<file path="src/rtl/reuleaux_triangle.sv">
// -----------------------------------------------------------------------------
// reuleaux_triangle
// Traces a Reuleaux triangle outline as three midpoint-circle arcs. Each arc
// has radius = diameter and is centred on one vertex of the equilateral
// triangle around (centre_x, centre_y). One candidate pixel is emitted per
// cycle, and vga_plot marks the candidates that lie on the wanted arc segment.
//
// Ports
//   clk, rst_n         clock, asynchronous active-low reset
//   colour             outline colour, latched on start
//   centre_x/centre_y  triangle centre, latched on start
//   diameter           Reuleaux diameter (= arc radius), latched on start
//   start              level request, held until done is seen
//   done               drawing complete (held while start stays high)
//   vga_x/vga_y        candidate pixel (low bits of the signed coordinate)
//   vga_colour         latched colour
//   vga_plot           write strobe for the candidate pixel
// -----------------------------------------------------------------------------
module reuleaux_triangle #(
   parameter int unsigned SCREEN_W = 160,
   parameter int unsigned SCREEN_H = 120
) (
   input  logic       clk,
   input  logic       rst_n,
   input  logic [2:0] colour,
   input  logic [7:0] centre_x,
   input  logic [6:0] centre_y,
   input  logic [7:0] diameter,
   input  logic       start,
   output logic       done,
   output logic [7:0] vga_x,
   output logic [6:0] vga_y,
   output logic [2:0] vga_colour,
   output logic       vga_plot
);

   // Signed working width for coordinates, offsets and the decision variable
   localparam int unsigned CW = 12;
   // Width of the d*k products used for the rounded sqrt3 heights
   localparam int unsigned MW = 18;

   localparam logic signed [CW-1:0] ONE  = CW'(1);
   localparam logic signed [CW-1:0] ZERO = CW'(0);
   localparam logic signed [CW-1:0] SW_S = CW'(SCREEN_W);
   localparam logic signed [CW-1:0] SH_S = CW'(SCREEN_H);

   typedef enum logic [2:0] {
      S_IDLE  = 3'd0,
      S_INIT  = 3'd1,
      S_ARC_C = 3'd2,
      S_ARC_A = 3'd3,
      S_ARC_B = 3'd4,
      S_DONE  = 3'd5
   } state_e;

   state_e state_q, state_d;

   logic [2:0]           colour_q, colour_d;
   logic signed [CW-1:0] cx_q, cx_d;
   logic signed [CW-1:0] cy_q, cy_d;
   logic [7:0]           d_q, d_d;
   logic signed [CW-1:0] ax_q, ax_d;     // vertex A x
   logic signed [CW-1:0] bx_q, bx_d;     // vertex B x
   logic signed [CW-1:0] ay_q, ay_d;     // shared y of vertices A and B
   logic signed [CW-1:0] top_q, top_d;   // vertex C y (C.x = centre x)
   logic signed [CW-1:0] ox_q, ox_d;
   logic signed [CW-1:0] oy_q, oy_d;
   logic signed [CW-1:0] crit_q, crit_d;
   logic [2:0]           oct_q, oct_d;   // which of the 8 symmetric points
   logic [7:0]           vga_x_q, vga_x_d;
   logic [6:0]           vga_y_q, vga_y_d;
   logic                 plot_q, plot_d;
   logic                 done_q, done_d;

   // Datapath helpers
   logic [MW-1:0]        hs_prod, ht_prod;
   logic signed [CW-1:0] hs, ht, half, r_init;
   logic signed [CW-1:0] vx, vy;
   logic signed [CW-1:0] cand_x, cand_y;
   logic signed [CW-1:0] ox_n, oy_n, crit_n;
   logic                 on_screen, seg_ok;
   state_e               next_arc;

   // Rounded triangle heights and half-width from the latched diameter
   always_comb begin
      hs_prod = MW'(d_q) * MW'(296) + MW'(512);
      ht_prod = MW'(d_q) * MW'(591) + MW'(512);
      hs      = CW'(hs_prod >> 10);
      ht      = CW'(ht_prod >> 10);
      half    = CW'(d_q >> 1);
      r_init  = CW'(d_q);
   end

   // Vertex of the arc being traced and the arc that follows it
   always_comb begin
      vx       = cx_q;
      vy       = top_q;
      next_arc = S_DONE;
      case (state_q)
         S_ARC_C: begin vx = cx_q; vy = top_q; next_arc = S_ARC_A; end
         S_ARC_A: begin vx = ax_q; vy = ay_q;  next_arc = S_ARC_B; end
         S_ARC_B: begin vx = bx_q; vy = ay_q;  next_arc = S_DONE;  end
         default: begin vx = cx_q; vy = top_q; next_arc = S_DONE;  end
      endcase
   end

   // Candidate pixel for the current octant point
   always_comb begin
      cand_x = vx;
      cand_y = vy;
      case (oct_q)
         3'd0:    begin cand_x = vx + ox_q; cand_y = vy + oy_q; end
         3'd1:    begin cand_x = vx + oy_q; cand_y = vy + ox_q; end
         3'd2:    begin cand_x = vx - oy_q; cand_y = vy + ox_q; end
         3'd3:    begin cand_x = vx - ox_q; cand_y = vy + oy_q; end
         3'd4:    begin cand_x = vx - ox_q; cand_y = vy - oy_q; end
         3'd5:    begin cand_x = vx - oy_q; cand_y = vy - ox_q; end
         3'd6:    begin cand_x = vx + oy_q; cand_y = vy - ox_q; end
         default: begin cand_x = vx + ox_q; cand_y = vy - oy_q; end
      endcase
   end

   // Keep only on-screen pixels that belong to this arc's segment
   always_comb begin
      on_screen = (cand_x >= ZERO) && (cand_x < SW_S) &&
                  (cand_y >= ZERO) && (cand_y < SH_S);
      seg_ok    = 1'b0;
      case (state_q)
         S_ARC_C: seg_ok = (cand_y >= ay_q);
         S_ARC_A: seg_ok = (cand_x <= cx_q) && (cand_y <= ay_q);
         S_ARC_B: seg_ok = (cand_x >= cx_q) && (cand_y <= ay_q);
         default: seg_ok = 1'b0;
      endcase
   end

   // Midpoint-circle step applied after the 8th point of an iteration
   always_comb begin
      oy_n = oy_q + ONE;
      if (crit_q <= ZERO) begin
         ox_n   = ox_q;
         crit_n = crit_q + (oy_n <<< 1) + ONE;
      end else begin
         ox_n   = ox_q - ONE;
         crit_n = crit_q + ((oy_n - ox_n) <<< 1) + ONE;
      end
   end

   // Next-state and register-input logic
   always_comb begin
      state_d  = state_q;
      colour_d = colour_q;
      cx_d     = cx_q;
      cy_d     = cy_q;
      d_d      = d_q;
      ax_d     = ax_q;
      bx_d     = bx_q;
      ay_d     = ay_q;
      top_d    = top_q;
      ox_d     = ox_q;
      oy_d     = oy_q;
      crit_d   = crit_q;
      oct_d    = oct_q;
      vga_x_d  = vga_x_q;
      vga_y_d  = vga_y_q;
      plot_d   = 1'b0;
      done_d   = 1'b0;

      case (state_q)
         S_IDLE: begin
            if (start) begin
               colour_d = colour;
               cx_d     = CW'(centre_x);
               cy_d     = CW'(centre_y);
               d_d      = diameter;
               state_d  = S_INIT;
            end
         end

         S_INIT: begin
            ax_d    = cx_q + half;
            bx_d    = cx_q - half;
            ay_d    = cy_q + hs;
            top_d   = cy_q - ht;
            ox_d    = r_init;
            oy_d    = ZERO;
            crit_d  = ONE - r_init;
            oct_d   = 3'd0;
            state_d = S_ARC_C;
         end

         S_ARC_C, S_ARC_A, S_ARC_B: begin
            vga_x_d = cand_x[7:0];
            vga_y_d = cand_y[6:0];
            plot_d  = on_screen && seg_ok;
            if (oct_q == 3'd7) begin
               oct_d = 3'd0;
               if (oy_n <= ox_n) begin
                  ox_d   = ox_n;
                  oy_d   = oy_n;
                  crit_d = crit_n;
               end else begin
                  // Arc finished: restart the circle for the next vertex
                  ox_d    = r_init;
                  oy_d    = ZERO;
                  crit_d  = ONE - r_init;
                  state_d = next_arc;
               end
            end else begin
               oct_d = oct_q + 3'd1;
            end
         end

         S_DONE: begin
            done_d = start;
            if (!start) begin
               state_d = S_IDLE;
            end
         end

         default: state_d = S_IDLE;
      endcase
   end

   // State and datapath registers
   always_ff @(posedge clk or negedge rst_n) begin
      if (!rst_n) begin
         state_q  <= S_IDLE;
         colour_q <= '0;
         cx_q     <= '0;
         cy_q     <= '0;
         d_q      <= '0;
         ax_q     <= '0;
         bx_q     <= '0;
         ay_q     <= '0;
         top_q    <= '0;
         ox_q     <= '0;
         oy_q     <= '0;
         crit_q   <= '0;
         oct_q    <= '0;
         vga_x_q  <= '0;
         vga_y_q  <= '0;
         plot_q   <= 1'b0;
         done_q   <= 1'b0;
      end else begin
         state_q  <= state_d;
         colour_q <= colour_d;
         cx_q     <= cx_d;
         cy_q     <= cy_d;
         d_q      <= d_d;
         ax_q     <= ax_d;
         bx_q     <= bx_d;
         ay_q     <= ay_d;
         top_q    <= top_d;
         ox_q     <= ox_d;
         oy_q     <= oy_d;
         crit_q   <= crit_d;
         oct_q    <= oct_d;
         vga_x_q  <= vga_x_d;
         vga_y_q  <= vga_y_d;
         plot_q   <= plot_d;
         done_q   <= done_d;
      end
   end

   assign done       = done_q;
   assign vga_x      = vga_x_q;
   assign vga_y      = vga_y_q;
   assign vga_colour = colour_q;
   assign vga_plot   = plot_q;

endmodule

</file>
<file path="config.mk">
export PLATFORM = sky130hd
export DESIGN_NAME = reuleaux_triangle
export DESIGN_NICKNAME = d
export VERILOG_FILES = /design/src/rtl/reuleaux_triangle.sv
export SDC_FILE = /design/constraint.sdc
export NUM_CORES = 1
export LEC_CHECK = 0
export CAP_MARGIN = 25
export CELL_PAD_IN_SITES_DETAIL_PLACEMENT = 1
export CELL_PAD_IN_SITES_GLOBAL_PLACEMENT = 1
export CORE_ASPECT_RATIO = 1.75
export CORE_UTILIZATION = 48
export CTS_CLUSTER_SIZE = 14
export DETAILED_ROUTE_END_ITERATION = 7
export GPL_TIMING_DRIVEN = 0
export PLACE_DENSITY = 0.85
export SLEW_MARGIN = 25
export SYNTH_ARGS = -nofsm -noshare
export SYNTH_HDL_FRONTEND = slang
export SYNTH_SLANG_ARGS = --single-unit
</file>
<file path="constraint.sdc">
create_clock -name clk -period 6.81 [get_ports clk]
set_clock_uncertainty 0.15 [all_clocks]
set_input_delay 1.7025 -clock clk [delete_from_list [all_inputs] [get_ports clk]]
set_output_delay 1.7025 -clock clk [all_outputs]
set_load 0.1 [all_outputs]
</file>
==> metrics.yaml <==
setup_viol: 0
place_ws_ps: 157
hold_buffers: 0
cap_viol_max_count: 0
hold_start: "vga_y[6]$_DFFE_PN0N_"
cts_max_level: 4
synth-edff-count: 0
yosysTopAreaCell: "dfrtp_1"
detailedRoute.firstIterationViolations: 704
gp_congestion: 0.965
path_cells: "clkbuf_1 -> inv_2 -> ha_1 -> or3b_1 -> a31o_2 -> a2111oi_0 -> a211o_1 -> ha_1 -> nand3_2 -> o211ai_2 -> nor2_1 -> xnor2_1 -> ha_1 -> a21o_1 -> a21o_1 -> a21oi_1 -> o21ai_0 -> o21a_1 -> o41a_2 -> a2111oi_2"
gr-total-overflow: 0
syn_inst: 1603
avgSynthCellArea_um2: 8.30
path_max_fanout: 9
reg2reg_depth: 20
final_layout_size_suffix_gt1_frac: 0.0642
grt_pass1_vias: 14100
max_freq_mhz: 149
cts_root_buf: "clkbuf_16"
fin_hold_ws_ps: 321
wl_per_cell_um: 23.6
rows: 80
drc: 0
cts_tree: "done"
cp-end-kind: "flop"
clkTransAtPathRegs_ps: 60
crit_buf_inv: 2
synth_area_leaders: "dfrtp_1 (23%), ha_1 (18%), nand2_1 (5.3%)"
cp.required_ps: 6960
final_nets: 1913
slew_headroom: 0.271
hold_viol_final: 0
register_area_mm2: 0.00300
fp.dieH_um: 222
ys_types: 91
diodes: 0
cp.arrival_ps: 6850
grt_pass1_wl_um: 76600
synth-main-ff-cell: "dfrtp_1"
clock_latency_ps: 450
cts_buffer_depth: 2
max_stage_delay_ps: 940
period_needed_ps: 6710
num_vias: 12700
die_x_um: 128
gr-usage-all-layers: 0.357
ios: 49
synth-seq-area-share: 0.226
place_area_mm2: 0.0143
yosys_warnings: 0
ys_seq_elements: 120
clock-sinks: 120
first_pass_iters: 8
viasPerCell: 6.20
min_path_type: "reg -> reg"
crit_path_frequent_cell: "ha_1"
finalMaxSlewViolations: 0
grt_max_degree: 79
status: "finished clean"
antenna_found_initial: 0
fin_area_mm2: 0.0149
synth_fp_nets: 1845
setup_ws_ps: 103
worstSetupPathType: "reg -> reg"
core_area_mm2: 0.0272
post_cts_buffers: 0
syn_area_mm2: 0.0133
synth_top_area_share: 0.226
drtAntennaViolNets: 0
worstReg2RegStart: "oy_q[0]$_DFFE_PN0P_"
cp_num_cells: 20
routed_wl_um: 48400
synthArstFlopShare: 1.00
area_growth_pct: 11.8
startpoint: "oy_q[0]$_DFFE_PN0P_"
setup.worst_path.start_class: "flop"
hpwl_um: 38100
cts_inserted_buffers: 17
hold_depth: 2
critical_path.top_delay_family: "compound AO/OA/AOI/OAI gates"
tightest_slew_ps: 1070
rsz0062_at_grt: "false"
finalCritPeriodShare: 0.985
synth_common_cells: "ha_1 (186), nand2_1 (186), dfrtp_1 (120)"
start_util: 0.488
multi_input_area_mm2: 0.00958
port_buffers: 48
die_area_mm2: 0.0284
utilization: 0.546
fill_cells: 3361
cp_slowest_cell: "a2111oi_0"
[placed cells by master, fill, tap and decap left out, types with 15 or more instances in the layout]
| cell type | Yosys | routed |
|---|---|---|
| a21o_1 | 31 | 31 |
| a21oi_1 | 96 | 95 |
| a22o_1 | 21 | 21 |
| a31oi_1 | 21 | 21 |
| buf_2 | 15 | 15 |
| clkbuf_1 | 53 | 56 |
| clkbuf_16 | 0 | 17 |
| clkdlybuf4s50_1 | 0 | 47 |
| dfrtp_1 | 120 | 120 |
| fa_1 | 27 | 27 |
| ha_1 | 186 | 186 |
| inv_1 | 111 | 110 |
| mux2_2 | 24 | 24 |
| mux2i_1 | 19 | 19 |
| nand2_1 | 186 | 186 |
| nand3_1 | 32 | 32 |
| nor2_1 | 116 | 116 |
| nor2b_1 | 22 | 22 |
| nor3_1 | 31 | 31 |
| o211ai_1 | 16 | 16 |
| o21ai_0 | 118 | 118 |
| xnor2_1 | 71 | 71 |
| xor2_1 | 50 | 50 |
[per-stage QoR]
step | TNS [ps] | cells
final | 0 | 2052
after global routing | 0 | 2052
after CTS | 0 | 2052
after detailed placement | 0 | 2021
after global placement | -140280 | 2020
after floorplan | 0 | 1603
[path summary, 6_finish.rpt]
check / to / slack, ps
worst min register to register: vga_y[6]$_DFFE_PN0N_ / 320
worst max-delay path: vga_plot$_DFF_PN0_ / 100
min in group asynchronous: oy_q[3]$_DFFE_PN0P_ / 990
worst min-delay path: vga_y[6]$_DFFE_PN0N_ / 320
max in group asynchronous: cx_q[6]$_DFFE_PN0P_ / 4760
worst max register to register: vga_plot$_DFF_PN0_ / 100
[sequential cells by signal, indices dropped and copies added, names as in the netlist, 9 cells and up]
signal,count
ox_q,12
top_q,9
bx_q,9
oy_q,12
ay_q,9
crit_q,12
[tightest hold or removal path, stage by stage (launching register included)]
cell	delay [ps]
dfrtp_1	340
nand2_1	50
nand2_1	50
[logic make-up after synthesis]
| logic type | count (synthesis) | synth area share |
|---|---|---|
| DFF | 120 | 0.226 |
| adders and majority gates | 213 | 0.216 |
| xor gates and xnor gates | 122 | 0.0818 |
| buffers and inverters | 184 | 0.0547 |
| AOI/OAI and AO/OA | 440 | 0.218 |
| muxes | 43 | 0.0346 |
| and+or+nand+nor | 481 | 0.169 |
[cell type report]
| cell class | instances | area share |
|---|---|---|
| buffer | 72 | 0.0207 |
| timing repair buffer | 49 | 0.0345 |
| inverter | 112 | 0.0283 |
| multi-input combinational | 1299 | 0.644 |
| sequential | 120 | 0.202 |
| tap | 369 | 0.0311 |
| clock inverter | 9 | 0.00842 |
| clock buffer | 22 | 0.0306 |
[routing by layer]
metal	share of wire	routed length [um]	GRT usage
met5	0	0	0
met4	0.097	4700	0.321
met3	0.026	1240	0.0448
met2	0.53	25600	0.651
met1	0.35	16800	0.344
[repair_timing]
action / 4_1_cts / 5_1_grt
gates resized for setup: 0 / 3
endpoints found under the setup margin: 0 / 1
endpoints found under the hold margin: 0 / 0
Power is left out: the tool's default activity adds up to more than one toggle a clock period on the data nets, which glitch-free logic cannot reach.
